### src/rtl/pattern_seq_detector.sv
// rtl/pattern_seq_detector.sv - serial bit-pattern detector with history, match latch and counter
module pattern_seq_detector #(
  parameter int PAT_W  = 4,
  parameter int HIST_W = 7,
  parameter int CNT_W  = 8
) (
  input  logic              clk,
  input  logic              reset_n,
  input  logic              bit0_pulse,
  input  logic              bit1_pulse,
  input  logic [PAT_W-1:0]  pattern,
  input  logic              overlap_en,
  input  logic              clear,
  output logic              match_pulse,
  output logic              match_latch,
  output logic [CNT_W-1:0]  match_count,
  output logic [HIST_W-1:0] history,
  output logic [1:0]        state
);

  localparam int FILL_W = $clog2(PAT_W + 1);
  localparam logic [FILL_W-1:0] FILL_FULL = FILL_W'(PAT_W);

  typedef enum logic [1:0] {
    ST_EMPTY = 2'b00,
    ST_FILL  = 2'b01,
    ST_ARMED = 2'b10
  } state_e;

  state_e              state_q, state_d;
  logic [PAT_W-1:0]    window_q, window_d;
  logic [HIST_W-1:0]   history_q, history_d;
  logic [FILL_W-1:0]   fill_q, fill_d;
  logic [CNT_W-1:0]    count_q, count_d;
  logic                pulse_q, pulse_d;
  logic                latch_q, latch_d;

  logic                accept;
  logic [PAT_W-1:0]    win_shift;
  logic [FILL_W-1:0]   fill_inc;
  logic                hit;

  // Both strobes high at once is ambiguous, so such a cycle is simply dropped.
  assign accept    = bit0_pulse ^ bit1_pulse;
  assign win_shift = (window_q << 1) | PAT_W'(bit1_pulse);
  assign fill_inc  = (fill_q == FILL_FULL) ? fill_q : fill_q + 1'b1;
  assign hit       = (win_shift == pattern) && (fill_inc == FILL_FULL);

  always_comb begin
    state_d   = state_q;
    window_d  = window_q;
    history_d = history_q;
    fill_d    = fill_q;
    count_d   = count_q;
    latch_d   = latch_q;
    pulse_d   = 1'b0;

    if (clear) begin
      state_d   = ST_EMPTY;
      window_d  = '0;
      history_d = '0;
      fill_d    = '0;
      count_d   = '0;
      latch_d   = 1'b0;
    end else if (accept) begin
      history_d = (history_q << 1) | HIST_W'(bit1_pulse);
      if (hit) begin
        pulse_d = 1'b1;
        latch_d = 1'b1;
        if (count_q != '1) count_d = count_q + 1'b1;
        if (overlap_en) begin
          window_d = win_shift;
          fill_d   = fill_inc;
          state_d  = ST_ARMED;
        end else begin
          window_d = '0;
          fill_d   = '0;
          state_d  = ST_EMPTY;
        end
      end else begin
        latch_d  = 1'b0;
        window_d = win_shift;
        fill_d   = fill_inc;
        state_d  = (fill_inc == FILL_FULL) ? ST_ARMED : ST_FILL;
      end
    end
  end

  always_ff @(posedge clk or negedge reset_n) begin
    if (!reset_n) begin
      state_q   <= ST_EMPTY;
      window_q  <= '0;
      history_q <= '0;
      fill_q    <= '0;
      count_q   <= '0;
      pulse_q   <= 1'b0;
      latch_q   <= 1'b0;
    end else begin
      state_q   <= state_d;
      window_q  <= window_d;
      history_q <= history_d;
      fill_q    <= fill_d;
      count_q   <= count_d;
      pulse_q   <= pulse_d;
      latch_q   <= latch_d;
    end
  end

  assign match_pulse = pulse_q;
  assign match_latch = latch_q;
  assign match_count = count_q;
  assign history     = history_q;
  assign state       = state_q;

endmodule

### config.mk
export PLATFORM = sky130hd
export DESIGN_NAME = pattern_seq_detector
export DESIGN_NICKNAME = d
export VERILOG_FILES = /design/src/rtl/pattern_seq_detector.sv
export SDC_FILE = /design/constraint.sdc
export NUM_CORES = 1
export LEC_CHECK = 0
export ABC_CLOCK_PERIOD_IN_PS = 2000
export BUFFER_PORTS_ARGS = -buffer_cell sky130_fd_sc_hd__buf_2
export CAP_MARGIN = 20
export CORE_ASPECT_RATIO = 1.1
export CORE_MARGIN = 2
export CORE_UTILIZATION = 48
export DETAILED_ROUTE_END_ITERATION = 12
export PLACE_DENSITY = 0.74
export SLEW_MARGIN = 20
export SYNTH_ARGS = -nofsm -noshare
export SYNTH_HDL_FRONTEND = slang
export SYNTH_SLANG_ARGS = --single-unit
### constraint.sdc
create_clock -name clk -period 2 [get_ports clk]
set_clock_uncertainty 0.05 [all_clocks]
set_input_delay 0.1 -clock clk [delete_from_list [all_inputs] [get_ports clk]]
set_output_delay 0.1 -clock clk [all_outputs]
set_load 0.005 [all_outputs]
==> summary.md <==
| Metric | Value |
|---|---|
| Total die area | `between 3000 and 4000 sq um` |
| Status | `finished with violations` |
| Routability Congestion | `0.774` |
| CTS tree | `done` |
| Synth top area cells | `dfrtp_1 (45%), nand2_1 (5.1%), a21oi_1 (4.6%)` |
| Die Ht | `roughly 60 um` |
| Worst-path clk slew | `0.14 ns` |
| Setup Viol. Count Final | `1` |
| Placed cell area | `between 1500 and 2000 sq um` |
| Residual DRC | `0` |
| Area fraction of the dominant cell type after synthesis | `about 45%` |
| Pre-CTS setup slack | `-0.0980 ns` |
| DP Wirelength | `about 2200 um` |
| Post-Syn Area | `1400 sq um` |
| Layout cells sized above 1 | `29.8%` |
| GRT overflow | `0` |
| CTS max path bufs | `2` |
| First-pass DRT Iterations | `4` |
| Worst EP arrival | `2.20 ns` |
| Final Cycle Share | `102%` |
| Highest Clock Rate | `492 MHz` |
| Async SR Flop Fraction | `100%` |
| PortBufs | `28` |
| PD cells | `~560 nW/um^2` |
| Main synth FF type | `dfrtp_1` |
| Critical path peak fanout | `6` |
| Max-slew violations | `0` |
| Initial antenna violation count | `0` |
| Max-cap violations | `0` |
| Root Driver | `clkbuf_4` |
| Post-Layout Cell Count | `roughly 210` |
| Gr usage total | `between 20 and 25%` |
| Fill cell count | `~260` |
| Drt wl/cell | `between 10 and 15 um` |
| Tot Pwr | `around 950 uW` |
| Setup ws final | `-0.0338 ns` |
| RSZ-0062 raised after global routing | `yes` |
| Slowest CP cell | `o31ai_4` |
| Required @ worst endpoint | `2.17 ns` |
| Slowest stage delay, CP | `approximately 0.45 ns` |
| Mapped Cells | `~150` |
| Largest net degree at the start of global routing | `34` |
| Final instance area | `1700 sq um` |
| Tightest Pin Transition | `between 0.5 and 0.6 ns` |
| Antenna Cells | `0` |
| Syn nets | `~160` |
| Worst-Skew Late Latency | `about 0.33 ns` |
| Die Width | `55.5 um` |
| Worst vdd ir | `0.553 mV` |
| Minimum clock period | `approximately 2 ns` |
| Post-synth EDFFs | `0` |
| Vias in the first global route | `about 1,300` |
| Post-route ant nets | `0` |
| Final nets | `between 150 and 200` |
| DRT Wirelength | `about 3200 um` |
| Post-synthesis sequential area ratio | `approximately 45%` |
| Slew margin rel. | `between 60% and 70%` |
| Worst Setup End Kind | `register` |
| Leading area contributor after synthesis | `dfrtp_1` |
| Yosys cell types | `between 40 and 50` |
| Syn Area/Cell | `9.60 sq um` |
| Core Box Area | `2780 sq um` |
| Total clock buffers created by CTS | `3` |
| DR vias/cell | `5.87` |
| Final Hold Vio Count | `0` |
| Pleak | `between 0.0007 and 0.0008 uW` |
| First-pass GRT wire length | `roughly 5500 um` |
| Initial Util | `approximately half` |
| CP cell instances | `inv_1 > ha_2 > and3b_2 > o31ai_4 > nor3_1 > o41ai_1` |
| Ys Warns | `0` |
| Row count | `20` |
| P&R area growth vs syn | `21.2%` |
| IO Count | `29` |
| Vias | `1,257` |
| Crit Path Class | `register to register` |
| Flops & latches, synth | `25` |
| Crit start category | `register` |
| Violations in the final reports | `setup timing` |
| Initial drt markers | `36` |
| Num Clock Sinks | `25` |
| Hold Crit Class | `input pin to register` |
| Post-Place Cells | `about 210` |
| Htree depth | `1` |
cell families (layout without fill, tap and decap cells):
| logic type | count (synthesis) | count (layout) | synth area share (%) |
|---|---|---|---|
| adders and majority gates | 3 | 3 | 2.68 |
| and+or+nand+nor | 66 | 66 | 25.4 |
| muxes | 6 | 6 | 4.73 |
| DFF | 25 | 25 | 44.6 |
| xor gates and xnor gates | 7 | 7 | 5.45 |
| buffers and inverters | 13 | 47 | 4.38 |
| AOI/OAI and AO/OA | 26 | 27 | 12.7 |
layout make-up:
| type | instances | area, sq um | share of cell area, % |
|---|---|---|---|
| multi-input cells | 109 | 768 | 45.2 |
| flip-flops and latches | 25 | 626 | 36.8 |
| repair buffers | 38 | 218 | 12.8 |
| clock buffers | 4 | 26.3 | 1.55 |
| well taps | 33 | 41.3 | 2.43 |
| inverters | 5 | 18.8 | 1.11 |
Yosys cell counts (all sizes together), types with 4 or more instances:
| cell type | number |
|---|---|
| xnor2 | 6 |
| inv | 5 |
| nor4 | 4 |
| nor3 | 4 |
| o31ai | 4 |
| nor2b | 5 |
| nor2 | 11 |
| mux2 | 5 |
| a21oi | 13 |
| dfrtp | 25 |
| nand2 | 19 |
| clkbuf | 5 |
| nand4 | 4 |
through the flow:
step | utilization, % | hold WS (ns) | TNS [ns]
after floorplan | - | -0.246 | -0.0516
after global placement | 57.6 | 0.0727 | 0
after detailed placement | 57.6 | 0.0838 | -0.443
after CTS | 60.1 | 0.0396 | 0
after global routing | 61.1 | 0.0530 | -0.453
final | 61.1 | 0.0530 | -0.0338
registers in the layout, indices dropped and copies added, names as in the netlist:
register	flops
fill_q	3
history	7
match_count	8
match_latch	1
match_pulse	1
state	2
window_q	3
placed cells by master, fill, tap and decap left out, types with 2 or more instances in the layout:
master,instances
buf_4,9
nor3_1,4
dfrtp_1,25
nor4_1,2
nand2_1,19
nor2b_1,5
nand3_1,3
and3_1,2
nand4_1,4
nor2_1,11
buf_2,28
xnor2_1,5
a21oi_1,13
clkbuf_4,3
mux2_1,2
o31ai_4,2
ha_2,2
nand3b_1,3
inv_1,5
mux2_2,2
or4_1,2
o31ai_1,3
nand2b_1,3
metal layers:
metal / vias up / track usage [%] / wire, um
li1: 594 / - / -
met1: 628 / 24.3 / 1390
met2: 30 / 39.1 / 1610
met3: 5 / 3.20 / 122
met4: 0 / 7.32 / 44
met5: - / 0 / 0
worst max-delay path, delay by kind of cell (launching register included):
family / cells / cell delay (ns)
simple gates: 2 / 0.43
compound gates: 2 / 0.75
flops: 1 / 0.43
buf+inv: 1 / 0.06
fa+ha+maj: 1 / 0.20
report_power, final:
group / switching [uW] / internal [uW] / leakage (uW) / total (uW)
Clock: 158 / 78.3 / 0.0000150 / 236
Combinational: 103 / 75.8 / 0.000415 / 179
Sequential: 12.3 / 519 / 0.000344 / 531
worst paths after layout:
path                                        startpoint                    endpoint  slack (ns)  cells after the start
worst max-delay path             fill_q[0]$_DFFE_PN0P_        state[1]$_DFFE_PN0P_       -0.03                      6
worst min-delay path                        bit1_pulse      history[0]$_DFFE_PN0P_        0.05                      3
worst max register to register   fill_q[0]$_DFFE_PN0P_        state[1]$_DFFE_PN0P_       -0.03                      6
worst min register to register  history[6]$_DFFE_PN0P_      history[6]$_DFFE_PN0P_        0.49                      2
max in group asynchronous                      reset_n      history[2]$_DFFE_PN0P_        1.29                      2
min in group asynchronous                      reset_n  match_count[4]$_DFFE_PN0P_        0.23                      2
repair_timing:
| item | in CTS | in global routing |
|---|---|---|
| gates cloned | 1 | 0 |
| buffers inserted | 1 | 0 |
| gates resized for setup | 4 | 5 |
| pin swaps | 3 | 1 |
| endpoints found under the hold margin | 25 | 0 |
| endpoints found under the setup margin | 11 | 12 |
| hold buffers | 1 | 0 |
Power figures use the tool's default switching activity.
